## config.mk

```make
export PLATFORM = sky130hd
export DESIGN_NAME = jpeg_comp_arbiter
export DESIGN_NICKNAME = d
export VERILOG_FILES = /design/src/rtl/huffman_pkg.sv /design/src/rtl/jpeg_comp_arbiter_fifo.sv /design/src/rtl/jpeg_comp_arbiter.sv
export SDC_FILE = /design/constraint.sdc
export NUM_CORES = 2
export LEC_CHECK = 0
export CAP_MARGIN = 10
export CORE_ASPECT_RATIO = 1.25
export CORE_MARGIN = 10
export CORE_UTILIZATION = 45
export CTS_BUF_LIST = sky130_fd_sc_hd__clkbuf_8
export CTS_CLUSTER_SIZE = 28
export DETAILED_ROUTE_END_ITERATION = 7
export HOLD_SLACK_MARGIN = 0.1
export PLACE_DENSITY_LB_ADDON = 0.08
export SLEW_MARGIN = 0
export SYNTH_ARGS = -nofsm -noshare
export SYNTH_HDL_FRONTEND = slang
export SYNTH_SLANG_ARGS = --single-unit
```

## constraint.sdc

```tcl
create_clock -name clk -period 5 [get_ports clk]
set_input_delay 1.25 -clock clk [delete_from_list [all_inputs] [get_ports clk]]
set_output_delay 1.25 -clock clk [all_outputs]
set_load 0.005 [all_outputs]
```

## src/rtl/huffman_pkg.sv

```systemverilog
// Shared entropy-coder types plus the component arbiter's grant and FIFO entry types.
package huffman_pkg;

    typedef struct packed {
        logic [4:0]  length;
        logic [15:0] code;
    } fixedLength_t;

    localparam int NUM_COMP = 3;

    typedef enum logic [1:0] {COMP_Y, COMP_CB, COMP_CR} comp_e;

    typedef struct packed {
        fixedLength_t word;
        logic         last;
    } arb_entry_t;

endpackage

```

## src/rtl/jpeg_comp_arbiter_fifo.sv

```systemverilog
// Per-component synchronous FIFO of arb_entry_t with a pointer flush; head is read straight from storage.
module arb_fifo
    import huffman_pkg::*;
#(
    parameter int DEPTH = 16
) (
    input  logic       clk,
    input  logic       rst_n,
    input  logic       flush,
    input  logic       push,
    input  arb_entry_t push_data,
    input  logic       pop,
    output arb_entry_t head,
    output logic       full,
    output logic       empty
);

    localparam int AW = $clog2(DEPTH);

    logic [AW:0] wr_ptr;
    logic [AW:0] rd_ptr;
    arb_entry_t  mem [DEPTH];
    logic        do_push;
    logic        do_pop;

    assign empty   = (wr_ptr == rd_ptr);
    assign full    = (wr_ptr[AW] != rd_ptr[AW]) && (wr_ptr[AW-1:0] == rd_ptr[AW-1:0]);
    assign do_pop  = pop && !empty;
    // A pop in the same cycle frees the slot, so a full FIFO can still take a push.
    assign do_push = push && (!full || do_pop);
    assign head    = mem[rd_ptr[AW-1:0]];

    always_ff @(posedge clk or negedge rst_n) begin
        if (!rst_n) begin
            wr_ptr <= '0;
            rd_ptr <= '0;
            for (int i = 0; i < DEPTH; i++) begin
                mem[i] <= '0;
            end
        end else if (flush) begin
            wr_ptr <= '0;
            rd_ptr <= '0;
        end else begin
            if (do_push) begin
                mem[wr_ptr[AW-1:0]] <= push_data;
                wr_ptr              <= wr_ptr + 1'b1;
            end
            if (do_pop) begin
                rd_ptr <= rd_ptr + 1'b1;
            end
        end
    end

endmodule

```

## src/rtl/jpeg_comp_arbiter.sv

```systemverilog
// Interleaves Y/Cb/Cr coded word streams into MCU order, granting whole blocks at a time.
// Optional per-component input stall counters: define JPEG_ARB_STALL_CNT_EN.
module jpeg_comp_arbiter
    import huffman_pkg::*;
#(
    parameter int DEPTH    = 16,
    parameter int Y_BLOCKS = 1
) (
    input  logic                              clk,
    input  logic                              rst_n,
    input  logic                              frame_start,
    input  logic [NUM_COMP-1:0]               in_valid,
    input  fixedLength_t [NUM_COMP-1:0]       in_word,
    input  logic [NUM_COMP-1:0]               in_last,
    output logic [NUM_COMP-1:0]               in_ready,
    output logic                              out_valid,
    input  logic                              out_ready,
    output fixedLength_t                      out_word,
    output logic [1:0]                        out_comp,
    output logic                              out_blk_last,
    output logic                              out_mcu_last,
`ifdef JPEG_ARB_STALL_CNT_EN
    output logic [NUM_COMP-1:0][15:0]         stall_cnt,
`endif
    output logic [15:0]                       mcu_count
);

    // state   | meaning
    // COMP_Y  | Y FIFO granted, yblk counts completed Y blocks in this MCU
    // COMP_CB | Cb FIFO granted for one block
    // COMP_CR | Cr FIFO granted for one block; its last word closes the MCU

    localparam int YBW = (Y_BLOCKS > 1) ? $clog2(Y_BLOCKS) : 1;

    comp_e                state;
    logic [YBW-1:0]       yblk;
    arb_entry_t           head [NUM_COMP];
    logic [NUM_COMP-1:0]  full;
    logic [NUM_COMP-1:0]  empty;
    logic [NUM_COMP-1:0]  push;
    logic [NUM_COMP-1:0]  pop;
    arb_entry_t           sel_head;
    logic                 sel_empty;
    logic                 blk_done;

    for (genvar i = 0; i < NUM_COMP; i++) begin : g_fifo
        assign in_ready[i] = !full[i];
        assign push[i]     = in_valid[i] && !full[i] && !frame_start;
        assign pop[i]      = out_valid && out_ready && !frame_start && (state == comp_e'(i));

        arb_fifo #(.DEPTH(DEPTH)) u_fifo (
            .clk       (clk),
            .rst_n     (rst_n),
            .flush     (frame_start),
            .push      (push[i]),
            .push_data ({in_word[i], in_last[i]}),
            .pop       (pop[i]),
            .head      (head[i]),
            .full      (full[i]),
            .empty     (empty[i])
        );
    end

    always_comb begin
        sel_head  = head[0];
        sel_empty = empty[0];
        case (state)
            COMP_CB: begin
                sel_head  = head[1];
                sel_empty = empty[1];
            end
            COMP_CR: begin
                sel_head  = head[2];
                sel_empty = empty[2];
            end
            default: begin
                sel_head  = head[0];
                sel_empty = empty[0];
            end
        endcase
    end

    assign out_valid    = !sel_empty;
    assign out_word     = sel_head.word;
    assign out_blk_last = sel_head.last;
    assign out_comp     = state;
    assign out_mcu_last = sel_head.last && (state == COMP_CR);
    assign blk_done     = out_valid && out_ready && sel_head.last;

    always_ff @(posedge clk or negedge rst_n) begin
        if (!rst_n) begin
            state     <= COMP_Y;
            yblk      <= '0;
            mcu_count <= '0;
        end else if (frame_start) begin
            state     <= COMP_Y;
            yblk      <= '0;
            mcu_count <= '0;
        end else if (blk_done) begin
            case (state)
                COMP_Y: begin
                    if (yblk == YBW'(Y_BLOCKS - 1)) begin
                        yblk  <= '0;
                        state <= COMP_CB;
                    end else begin
                        yblk <= yblk + 1'b1;
                    end
                end
                COMP_CB: state <= COMP_CR;
                COMP_CR: begin
                    state     <= COMP_Y;
                    mcu_count <= mcu_count + 16'd1;
                end
                default: state <= COMP_Y;
            endcase
        end
    end

`ifdef JPEG_ARB_STALL_CNT_EN
    for (genvar i = 0; i < NUM_COMP; i++) begin : g_stall
        always_ff @(posedge clk or negedge rst_n) begin
            if (!rst_n) begin
                stall_cnt[i] <= '0;
            end else if (frame_start) begin
                stall_cnt[i] <= '0;
            end else if (in_valid[i] && full[i] && (stall_cnt[i] != 16'hFFFF)) begin
                stall_cnt[i] <= stall_cnt[i] + 16'd1;
            end
        end
    end
`endif

endmodule

```

==> impl_metrics.toml <==
[outcome]
status = "finished, final reports clean"

[clock_network]
cts_tree = "done"
cts_htree_levels = 4
hold_buffers = 0
clkLatencyLatePin_ps = 890
cts_buffers = 182
clockBufferDepth = 3
cts.sinks = 1104
clock-root-buffer = "clkbuf_8"
clk_pin_slew_ps = 60

[critical_path]
worst-path-buf-inv = 3
arrival_ps = 3690
path_delay_family = "multiplexers"
cpPeakStageDelay_ps = 520
cpMaxStageDelayCell = "mux4_2"
cp-endpoint = "out_word[11]"
r2r-start = "g_fifo[1].u_fifo.rd_ptr[0]"
crit_chain = "buf_16 -> buf_6 -> mux4_2 -> mux4_2 -> nor2_1 -> nor2_1 -> clkdlybuf4s50_1"
rrSetupSlack_ps = 1390
crit_cells = 7
reg2reg_depth = 11
required_ps = 3750
criticalPathCategory = "reg2out"
startpoint_type = "register"
path_max_fanout = 26
end_kind = "primary output"
r2r-end = "mcu_count[9]"
cp-startpoint = "g_fifo[0].u_fifo.rd_ptr[0]"

[power_and_ir_drop]
power_per_cell_area_mw_per_mm2 = 349
vdd_drop_max_mv = 0.297
finalPower_mw = 20.5
cellLeakagePower_nw = 27.0

[synth]
syn_area_mm2 = 0.0503
yosys_warnings = 0
postSynthCellCount = 3126
synth-seq-cells = 1104
synth_nets = 3219
synth-main-ff-cell = "dfrtp_1"
ys_seq_area_share_pct = 54.9
async_flop_share_pct = 100
ys_types = 50
synth_edf_count = 0
postSynthAreaPerCell_um2 = 16.1

[placement]
io_buffers = 117
place_area_mm2 = 0.0541
place_congestion = 0.778
pre_cts_slack_ps = 491
place_inst = 4570
hpwl_mm = 86.2

[floorplanning]
io_pins = 118
die_w_um = 319
die_h_um = 394
rows = 137
start_util_pct = 45.2
die-area_mm2 = 0.126
coreArea_mm2 = 0.111

[global_route]
overflow = 0
grt_pass1_vias = 32000
antenna_found_initial = 8
grt.total_usage_pct = 22.4
grt_first_pass_wirelength_mm = 211
grt_max_degree = 139

[timing]
report.final.slew_viol_count = 0
rsz0062_at_grt = "true"
setup_viol = 0
fin_crit_sh_pct = 98.8
max_slew_margin_pct = 47.1
fmax_mhz = 202
skew_ps = 31.6
worst_hold_slack_ps = 402
min_period_ps = 4940
worst_pin_slew_ps = 793
hold_viol_final = 0
setup_ws_ps = 58.9
tns_ps = 0

[drt]
post_drt_via_cell_ratio = 5.81
first_pass_iters = 5
ant_nets = 0
drc = 0
drt_iter0_markers = 1762
vias = 28700
routed_wl_mm = 140
avgRoutedWirePerCell_um = 28.4

[cells_and_area]
final_cell_mix = "1096 x dfrtp_1, 1005 x mux2_2, 327 x mux4_2"
stdcell_area_mm2 = 0.0587
post_layout_nonfiller_instances = 4933
utilization_pct = 52.7
drive_gt1_share_pct = 53.6
area_growth_pct = 16.6
layout.nets = 3431
final_common_cell = "dfrtp_1"

[hold_path]
min_path_type = "in2async"

[flow_run]
max_cap_viol_count = 0
## sequential cells by signal, indices dropped and copies added, names as in the netlist
signal and flops:
out_comp 2, g_fifo.u_fifo.mem 1056, g_fifo.u_fifo.rd_ptr 15, g_fifo.u_fifo.wr_ptr 15
mcu_count 16
## how the worst min path moves through the flow
stage | start | endpoint | slack (ps) | cells after the start
3_5_place_dp | g_fifo[0].u_fifo.mem[247] | g_fifo[0].u_fifo.mem[247] | 470 | 1
6_report | rst_n | g_fifo[1].u_fifo.mem[172] | 400 | 1
4_1_cts | rst_n | g_fifo[1].u_fifo.mem[172] | 360 | 1
2_1_floorplan | g_fifo[2].u_fifo.mem[200] | g_fifo[2].u_fifo.mem[200] | 450 | 1
5_1_grt | rst_n | g_fifo[1].u_fifo.mem[172] | 380 | 1
3_3_place_gp | g_fifo[0].u_fifo.mem[18] | g_fifo[0].u_fifo.mem[18] | 460 | 1
## where the power goes
part	total, mW	switching, mW	internal [mW]
clock network	7.97	3.62	4.34
logic	2.52	1.23	1.29
registers	10.0	0.354	9.64
## worst reg2reg max path: stages, from the launching register on
cell and delay (ps):
dfrtp_4 510, buf_8 160, buf_12 160, buf_4 140, mux4_2 320, mux2_2 150, nand3b_1 210, a311oi_4 330
buf_4 260, nand3_2 460, or4_1 640, a21oi_1 170
## repair_timing
item	CTS	global route
gates resized for setup	36	52
endpoints found under the setup margin	24	21
cloned	2	6
setup buffers	15	20
pin swaps	4	11
## per-layer routing
metal  track usage, %  vias to the layer above  share of wire [%]
met1             30.4                    15700                 45
met2             35.5                      580                 47
met4             7.45                       10                3.2
met3             4.95                      255                4.6
li1                 -                    12100                  -
met5                0                        -              0.048
## cells in the mapped netlist (all sizes together) (3+ instances only)
cell	count	share of area, %
dfrtp	1104	55
mux2	1059	24
mux4	327	15
clkbuf	137	1.0
buf	125	1.2
nor2	117	0.87
nand2	40	0.30
xor2	32	0.56
a221oi	21	0.37
ha	20	0.50
a21oi	16	0.16
inv	14	0.10
nand4	13	0.16
nor3	12	0.12
xnor2	11	0.19
mux2i	8	0.16
nand3	7	0.080
nand2b	6	0.075
a31oi	5	0.062
and3	5	0.062
nor4	5	0.087
and2	4	0.050
or3	4	0.050
or4	4	0.060
o21ai	3	0.030
o311ai	3	0.052
o31ai	3	0.045
o41ai	3	0.052
## cell type report
type | instances | area, um^2
inverter | 14 | 52.6
clock buffer | 232 | 3190
antenna | 3 | 7.51
clock inverter | 85 | 478
sequential | 1104 | 27700
timing repair buffer | 290 | 3420
tap | 1459 | 1830
multi-input combinational | 1746 | 22000
fill | 9136 | 52700
## kinds of logic after synthesis
family                     after synthesis  synth area share (%)
AOI/OAI and AO/OA                       66                  1.02
buffers and inverters                  276                  2.36
DFF                                   1104                  54.9
xor gates and xnor gates                43                 0.748
muxes                                 1394                  38.5
and+or+nand+nor                        223                  2.01
adders and majority gates               20                 0.497
(Power assumes the default switching activity.)
